==> src/rtl/downsampler_pkg.sv <==
// Shared constants and helpers for the 2x2 downsampler.
//   DATA_W_DEF : default pixel width
//   SUM_W      : 2x2 block sum width (four pixels plus rounding)
//   PAIR_W     : horizontal pair sum width stored in the line buffer
//   clog2      : ceil(log2(n)) for counter sizing
//   cnt_w      : clog2 clamped to at least one bit so degenerate sizes stay legal
package downsampler_pkg;

  localparam int unsigned DATA_W_DEF = 8;

  function automatic int unsigned clog2(input int unsigned n);
    int unsigned r;
    int unsigned v;
    r = 0;
    v = (n > 0) ? n - 1 : 0;
    while (v > 0) begin
      r = r + 1;
      v = v >> 1;
    end
    return r;
  endfunction

  function automatic int unsigned cnt_w(input int unsigned n);
    return (clog2(n) == 0) ? 1 : clog2(n);
  endfunction

  function automatic int unsigned sum_w(input int unsigned dw);
    return dw + 2;
  endfunction

  function automatic int unsigned pair_w(input int unsigned dw);
    return dw + 1;
  endfunction

  localparam int unsigned SUM_W  = sum_w(DATA_W_DEF);
  localparam int unsigned PAIR_W = pair_w(DATA_W_DEF);

  // Row parity: even rows feed the line buffer, odd rows produce output.
  typedef enum logic {
    PH_WRITE   = 1'b0,
    PH_COMBINE = 1'b1
  } row_phase_e;

endpackage

==> src/rtl/downsampler_line_buffer.sv <==
// Single-port synchronous RAM holding one row of horizontal pair sums.
//   clk_i   : clock
//   en_i    : port enable; read when we_i=0, write when we_i=1
//   we_i    : write enable
//   addr_i  : entry address
//   wdata_i : write data
//   rdata_o : registered read data, held until the next read
module downsampler_line_buffer
  import downsampler_pkg::*;
#(
  parameter int unsigned DEPTH = 800,
  parameter int unsigned WIDTH = PAIR_W
) (
  input  logic                    clk_i,
  input  logic                    en_i,
  input  logic                    we_i,
  input  logic [cnt_w(DEPTH)-1:0] addr_i,
  input  logic [WIDTH-1:0]        wdata_i,
  output logic [WIDTH-1:0]        rdata_o
);

  logic [WIDTH-1:0] mem_q [DEPTH];
  logic [WIDTH-1:0] rdata_q;

  always_ff @(posedge clk_i) begin
    if (en_i) begin
      if (we_i) begin
        mem_q[addr_i] <= wdata_i;
      end else begin
        rdata_q <= mem_q[addr_i];
      end
    end
  end

  assign rdata_o = rdata_q;

endmodule

==> src/rtl/downsampler_2x.sv <==
// Streaming 2:1 decimator in both dimensions for a raster-order pixel stream.
// Emits one pixel per 2x2 input block, one cycle after the qualifying beat.
// Build option: define DOWNSAMPLER_AVG2X2_EN to output the rounded mean of
// each block (uses a line buffer); otherwise the top-left pixel is kept.
//   clock      : rising-edge clock
//   reset      : asynchronous active-low reset
//   valid/din  : input pixel strobe and data (no backpressure)
//   dataout    : downsampled pixel
//   validout   : single-cycle strobe qualifying dataout/rownum/colnum
//   rownum     : output row of dataout
//   colnum     : output column of dataout
//   frame_done : pulses with the last output pixel of a frame
module downsampler_2x
  import downsampler_pkg::*;
#(
  parameter int unsigned IN_WIDTH  = 1600,
  parameter int unsigned IN_HEIGHT = 1200,
  parameter int unsigned DATA_W    = DATA_W_DEF
) (
  input  logic                            clock,
  input  logic                            reset,
  input  logic                            valid,
  input  logic [DATA_W-1:0]               din,
  output logic [DATA_W-1:0]               dataout,
  output logic                            validout,
  output logic [cnt_w(IN_HEIGHT/2)-1:0]   rownum,
  output logic [cnt_w(IN_WIDTH/2)-1:0]    colnum,
  output logic                            frame_done
);

  localparam int unsigned COL_W  = cnt_w(IN_WIDTH);
  localparam int unsigned ROW_W  = cnt_w(IN_HEIGHT);
  localparam int unsigned OCOL_W = cnt_w(IN_WIDTH / 2);
  localparam int unsigned OROW_W = cnt_w(IN_HEIGHT / 2);

  logic [COL_W-1:0]  in_col_q, in_col_d;
  logic [ROW_W-1:0]  in_row_q, in_row_d;
  logic              last_col, last_row;
  row_phase_e        phase;

  logic              qualify;
  logic              fd_hit;
  logic [DATA_W-1:0] pix;

  logic [DATA_W-1:0] dataout_q, dataout_d;
  logic              validout_q, validout_d;
  logic [OROW_W-1:0] rownum_q, rownum_d;
  logic [OCOL_W-1:0] colnum_q, colnum_d;
  logic              frame_done_q, frame_done_d;

  always_comb begin
    last_col = (in_col_q == COL_W'(IN_WIDTH - 1));
    last_row = (in_row_q == ROW_W'(IN_HEIGHT - 1));
    phase    = row_phase_e'(in_row_q[0]);
    in_col_d = in_col_q;
    in_row_d = in_row_q;
    if (valid) begin
      if (last_col) begin
        in_col_d = '0;
        in_row_d = last_row ? '0 : in_row_q + ROW_W'(1);
      end else begin
        in_col_d = in_col_q + COL_W'(1);
      end
    end
  end

  always_ff @(posedge clock or negedge reset) begin
    if (!reset) begin
      in_col_q <= '0;
      in_row_q <= '0;
    end else begin
      in_col_q <= in_col_d;
      in_row_q <= in_row_d;
    end
  end

`ifdef DOWNSAMPLER_AVG2X2_EN
  localparam int unsigned LB_W  = pair_w(DATA_W);
  localparam int unsigned ACC_W = sum_w(DATA_W);

  logic [DATA_W-1:0] pair_q;
  logic              lb_en, lb_we;
  logic [LB_W-1:0]   lb_wdata, lb_rdata;
  logic [ACC_W-1:0]  sum;

  // Left pixel of each horizontal pair, on both row phases.
  always_ff @(posedge clock or negedge reset) begin
    if (!reset) begin
      pair_q <= '0;
    end else if (valid && !in_col_q[0]) begin
      pair_q <= din;
    end
  end

  // The buffer read is issued on the odd-row even-column beat so the
  // registered read data is ready on the odd-column beat; the read port
  // holds it across bubbles because it only updates on enabled reads.
  always_comb begin
    lb_we    = valid && (phase == PH_WRITE) && in_col_q[0];
    lb_en    = valid && ((phase == PH_WRITE) ? in_col_q[0] : !in_col_q[0]);
    lb_wdata = LB_W'(pair_q) + LB_W'(din);
    sum      = ACC_W'(lb_rdata) + ACC_W'(pair_q) + ACC_W'(din) + ACC_W'(2);
    qualify  = valid && (phase == PH_COMBINE) && in_col_q[0];
    pix      = sum[ACC_W-1:2];
    fd_hit   = last_row && last_col;
  end

  downsampler_line_buffer #(
    .DEPTH (IN_WIDTH / 2),
    .WIDTH (LB_W)
  ) u_line_buffer (
    .clk_i   (clock),
    .en_i    (lb_en),
    .we_i    (lb_we),
    .addr_i  (OCOL_W'(in_col_q >> 1)),
    .wdata_i (lb_wdata),
    .rdata_o (lb_rdata)
  );
`else
  always_comb begin
    qualify = valid && (phase == PH_WRITE) && !in_col_q[0];
    pix     = din;
    fd_hit  = (in_row_q == ROW_W'(IN_HEIGHT - 2)) && (in_col_q == COL_W'(IN_WIDTH - 2));
  end
`endif

  always_comb begin
    validout_d   = qualify;
    frame_done_d = qualify && fd_hit;
    dataout_d    = dataout_q;
    rownum_d     = rownum_q;
    colnum_d     = colnum_q;
    if (qualify) begin
      dataout_d = pix;
      rownum_d  = OROW_W'(in_row_q >> 1);
      colnum_d  = OCOL_W'(in_col_q >> 1);
    end
  end

  always_ff @(posedge clock or negedge reset) begin
    if (!reset) begin
      dataout_q    <= '0;
      validout_q   <= 1'b0;
      rownum_q     <= '0;
      colnum_q     <= '0;
      frame_done_q <= 1'b0;
    end else begin
      dataout_q    <= dataout_d;
      validout_q   <= validout_d;
      rownum_q     <= rownum_d;
      colnum_q     <= colnum_d;
      frame_done_q <= frame_done_d;
    end
  end

  assign dataout    = dataout_q;
  assign validout   = validout_q;
  assign rownum     = rownum_q;
  assign colnum     = colnum_q;
  assign frame_done = frame_done_q;

endmodule

==> config.mk <==
export PLATFORM = sky130hd
export DESIGN_NAME = downsampler_2x
export DESIGN_NICKNAME = d
export VERILOG_FILES = /design/src/rtl/downsampler_pkg.sv /design/src/rtl/downsampler_line_buffer.sv /design/src/rtl/downsampler_2x.sv
export SDC_FILE = /design/constraint.sdc
export NUM_CORES = 1
export LEC_CHECK = 0
export BUFFER_PORTS_ARGS = -buffer_cell sky130_fd_sc_hd__buf_2
export CORE_UTILIZATION = 53
export DETAILED_ROUTE_END_ITERATION = 16
export PLACE_DENSITY = 0.74
export SETUP_SLACK_MARGIN = 0.05
export SLEW_MARGIN = 10
export SYNTH_ARGS = -nofsm -noshare
export SYNTH_HDL_FRONTEND = slang
export SYNTH_SLANG_ARGS = --single-unit
export TNS_END_PERCENT = 10
==> constraint.sdc <==
create_clock -name clock -period 2.4 [get_ports clock]
set_input_delay 0.48 -clock clock [delete_from_list [all_inputs] [get_ports clock]]
set_output_delay 0.48 -clock clock [all_outputs]
set_load 0.02 [all_outputs]
After elaboration in Yosys (flattened, before gate mapping)
Cells that the tools add are included.
{"block": "op_classes", "n_mux": 2, "div_mod_pow": 0, "n_addsub": 2, "order_cmp": 0, "n_bitwise": 1, "mul": 0, "shifts": 0, "n_eq_ne": 4, "n_reduce_logical": 6}
{"cell": "equality test 11 bit, second input constant", "n": 4}
{"cell": "adder 11 x 1 -> 11 bit, second input constant", "n": 2}
{"cell": "two-way mux 11 bit", "n": 2}
{"cell": "logical AND 1 bit", "n": 4}
{"cell": "AND reduction 2 bit", "n": 1}
{"cell": "logical NOT 1 bit", "n": 1}
{"cell": "NOT 1 bit", "n": 1}
{"block": "word_totals", "in_bits": 11, "romBits": 0, "ram_bits": 0, "latch_bits": 0, "memories": 0, "register_bits": 52, "elab_cells": 22, "out_inout_bits": 30}

Depth between registers and ports, before layout
{"block": "depth", "depth_word": 4, "depth_mapped": 6, "ltp_nobuf": 5}

Least setup slack after synthesis
Ideal clock, no wire load.
{"block": "synth_timing", "path_type": "reg2reg", "from": "reg in_col_q[1]", "to": "reg in_row_q[10]", "setup_ps": 77, "t_arrival_ps": 1551, "n_path_buf": 1, "period_less_slack_ps": 1628, "slack_ps": 772, "path_stages_with_launch": 7, "required_time_ps": 2323, "path_cell_list": "dfrtp_1 ha_1 and4_1 buf_4 nand3_2 or4_1 a21oi_1"}
{"block": "synth_between", "elab_chain_len": 2}
{"element": "start, declared", "line_no": "downsampler_2x.sv:36", "text": "logic [COL_W-1:0] in_col_q, in_col_d;"}
{"element": "start signal, assigned", "line_no": "downsampler_2x.sv:72", "text": "in_col_q <= in_col_d;"}
{"element": "equality test 11 bit", "line_no": "downsampler_2x.sv:52", "text": "last_col = (in_col_q == COL_W'(IN_WIDTH - 1));"}
{"element": "AND reduction 2 bit (no source line)"}
{"element": "end signal, assigned", "line_no": "downsampler_2x.sv:73", "text": "in_row_q <= in_row_d;"}
{"element": "end, declared", "line_no": "downsampler_2x.sv:37", "text": "logic [ROW_W-1:0] in_row_q, in_row_d;"}
No other way between the ends.
A chain may end at the register's enable or synchronous reset.

Worst setup path in the final report
Same ends and word-level chain as after synthesis.

==> out/qor.txt <==
CTS tree: built
P_leak: 0.00126 uW
clk_lat worst skew: 300 ps
Max VDD drop: 0.491 mV
DP HPWL: 2.89 mm
fin nets: 240
ratio of cells with drive above 1 in the final layout: 0.385
# rows: 23
Die W: 68.2 um
required time worst endpoint: 2640 ps
outcome: completed
antenna violations before repair: 0
Avg WL per Cell: 15.1 um
Num CTS Buffers: 5
routability cong.: 0.891
Placed Instances: 268
Remaining Overflow, GRT: 0
syn_area_per_cell: 12.7 um2
Clock Path Buffers: 2
max-capacitance violation count: 0
Final Skew: 9.07 ps
Initial Utilization: 0.568
Power per Cell Area: 789 nW/um2
ant diodes: 0
Sink Count: 52
Die H: 68.2 um
Final period util: 0.777
RSZ-0062 raised after global routing: false
Crit. End Element: register
Die ar.: 4650 um2
number of global-route vias before repair: 1469
1st-iter DRT viols: 73
largest net degree at the start of global routing: 53
Slowest-stage cell, CP: or4_1
vias: 1608
Port Buffer Count: 40
Global Route Usage Sum: 0.202
Final ANT Viol Nets: 0
Synth area leaders: dfrtp_1 56%, mux2_2 14%, xnor2_1 3.4%
WS Path Type: register to register
Pre-Repair DR Iteration Count: 4
Worst-path clk slew: 90 ps
DRC errors left: 0
post-route insts no fill: 276
htree depth: 2
P&R area growth vs syn: 14.6%
CP Cell Sequence: ha_1 > and4_1 > nand3_2 > or4_1 > a21oi_1
commonest non-fill, non-tap cell in the layout: dfrtp_1
#FFs+latches synth: 52
critical-path maximum fanout: 8
Core ar.: 4090 um2
Final Max Tran Viols: 0
Tmin final: 1860 ps
fmax: 537 MHz
global-route wire length before repair: 6.73 mm
most frequent cells in the layout: 52 x dfrtp_1, 40 x buf_2, 29 x mux2_2
clock root buffer: clkbuf_8
Cells after Synth: 183
drt via density: 5.83
Final Hold Vio Count: 0
post-synth cell types: 38
setup TNS: 0 ps
post-CTS setup buffers: 0
Synth warnings: 0
final wirelength: 4.17 mm
class of the worst hold path: primary input to asynchronous set/reset pin
PostCTS Resize Cnt: 0
Worst setup SP type: register
worst rel slew slack: 0.578
final count of negative-setup-slack endpoints: 0
Slew @ Worst Pin: 632 ps
cell taking the most area after synthesis: dfrtp_1
max incr delay on CP: 490 ps
crit path DAT: 2100 ps
mapped cell area: 2320 um2
top cell type's share of synthesized area: 0.561
post-synthesis sequential area ratio: 0.561
syn nets: 198
IO Count: 41
CTS hold repair buffers: 0
## cell type report
cell class | instances | area (um2)
timing repair buffer | 42 | 215
clock inverter | 3 | 42.5
multi-input combinational | 121 | 957
sequential | 52 | 1300
clock buffer | 5 | 68.8
fill | 345 | 1430
inverter | 3 | 11.3
tap | 50 | 62.6
## synth_stat cells
cell,number
mux2_2,29
o31ai_1,1
buf_6,2
or4_1,1
nor3_1,4
nand3_2,2
a211oi_1,1
nor4_1,1
nor3b_2,1
nand2_1,9
ha_1,4
nand4_1,7
nor3_2,1
or3_1,1
mux2i_1,1
o21ai_0,7
and4_2,1
and3_1,4
nand3_4,1
nor2_1,4
xor2_1,2
xnor2_1,9
and4b_1,1
or3b_1,1
and4_1,4
o32ai_1,1
nor2b_1,1
inv_1,3
buf_2,4
nor4b_1,1
o21ai_1,1
nand4b_1,1
and3_2,2
dfrtp_1,52
a21oi_1,3
buf_4,1
nand3_1,12
a21o_1,2
## per-stage QoR
stage,total power [uW],hold slack [ps],worst slack (ps),instance area [um2],util
floorplan,1400,184,772,2320,-
detailed placement,1530,490,544,2550,0.623
global route,2220,333,431,2660,0.651
CTS,2130,293,550,2660,0.651
finish,2100,271,536,2660,0.651
global placement,1510,483,604,2550,0.623
## worst paths after layout
path | slack (ps) | cells after the start | endpoint | from
max | 540 | 5 | in_row_q[10] | in_col_q[1]
min | 270 | 2 | validout | reset
max reg2reg | 540 | 5 | in_row_q[10] | in_col_q[1]
min reg2reg | 510 | 1 | rownum[0] | rownum[0]
max in group asynchronous | 1700 | 2 | in_col_q[6] | reset
min in group clock | 400 | 2 | dataout[2] | din[2]
## flip-flops by register name, indices dropped and copies added (netlist names)
signal and count:
colnum 10, frame_done 1, validout 1, in_row_q 11
dataout 8, rownum 10, in_col_q 11
## power by group
group / internal [uW] / leakage (uW) / total (uW) / switching (uW)
logic: 176 / 0.000525 / 394 / 218
registers: 996 / 0.000676 / 1120 / 122
clock network: 309 / 0.0000541 / 586 / 277
total: 1480 / 0.00126 / 2100 / 617
## per-layer routing
layer	vias to the layer above	routed length, um	track usage
met3	7	261	0.0583
met5	-	0	0
met1	787	1920	0.248
li1	756	-	-
met2	58	1900	0.319
met4	0	85	0.112
## critical path, delay by kind of cell (launching register included)
family          cells  cell delay, ps
simple gates        3            1020
flops               1             400
fa+ha+maj           1             220
compound gates      1             160
## kinds of logic (layout without fill, tap and decap cells)
group                      after synthesis  after routing  share of synthesized area
AOI/OAI and AO/OA                       16             16                     0.0404
xor gates and xnor gates                11             11                     0.0415
adders and majority gates                4              4                     0.0216
buffers and inverters                   10             53                     0.0264
DFF                                     52             52                      0.561
muxes                                   30             30                      0.145
and+or+nand+nor                         60             60                      0.164
Note: power is estimated with default switching activity, not from simulation.
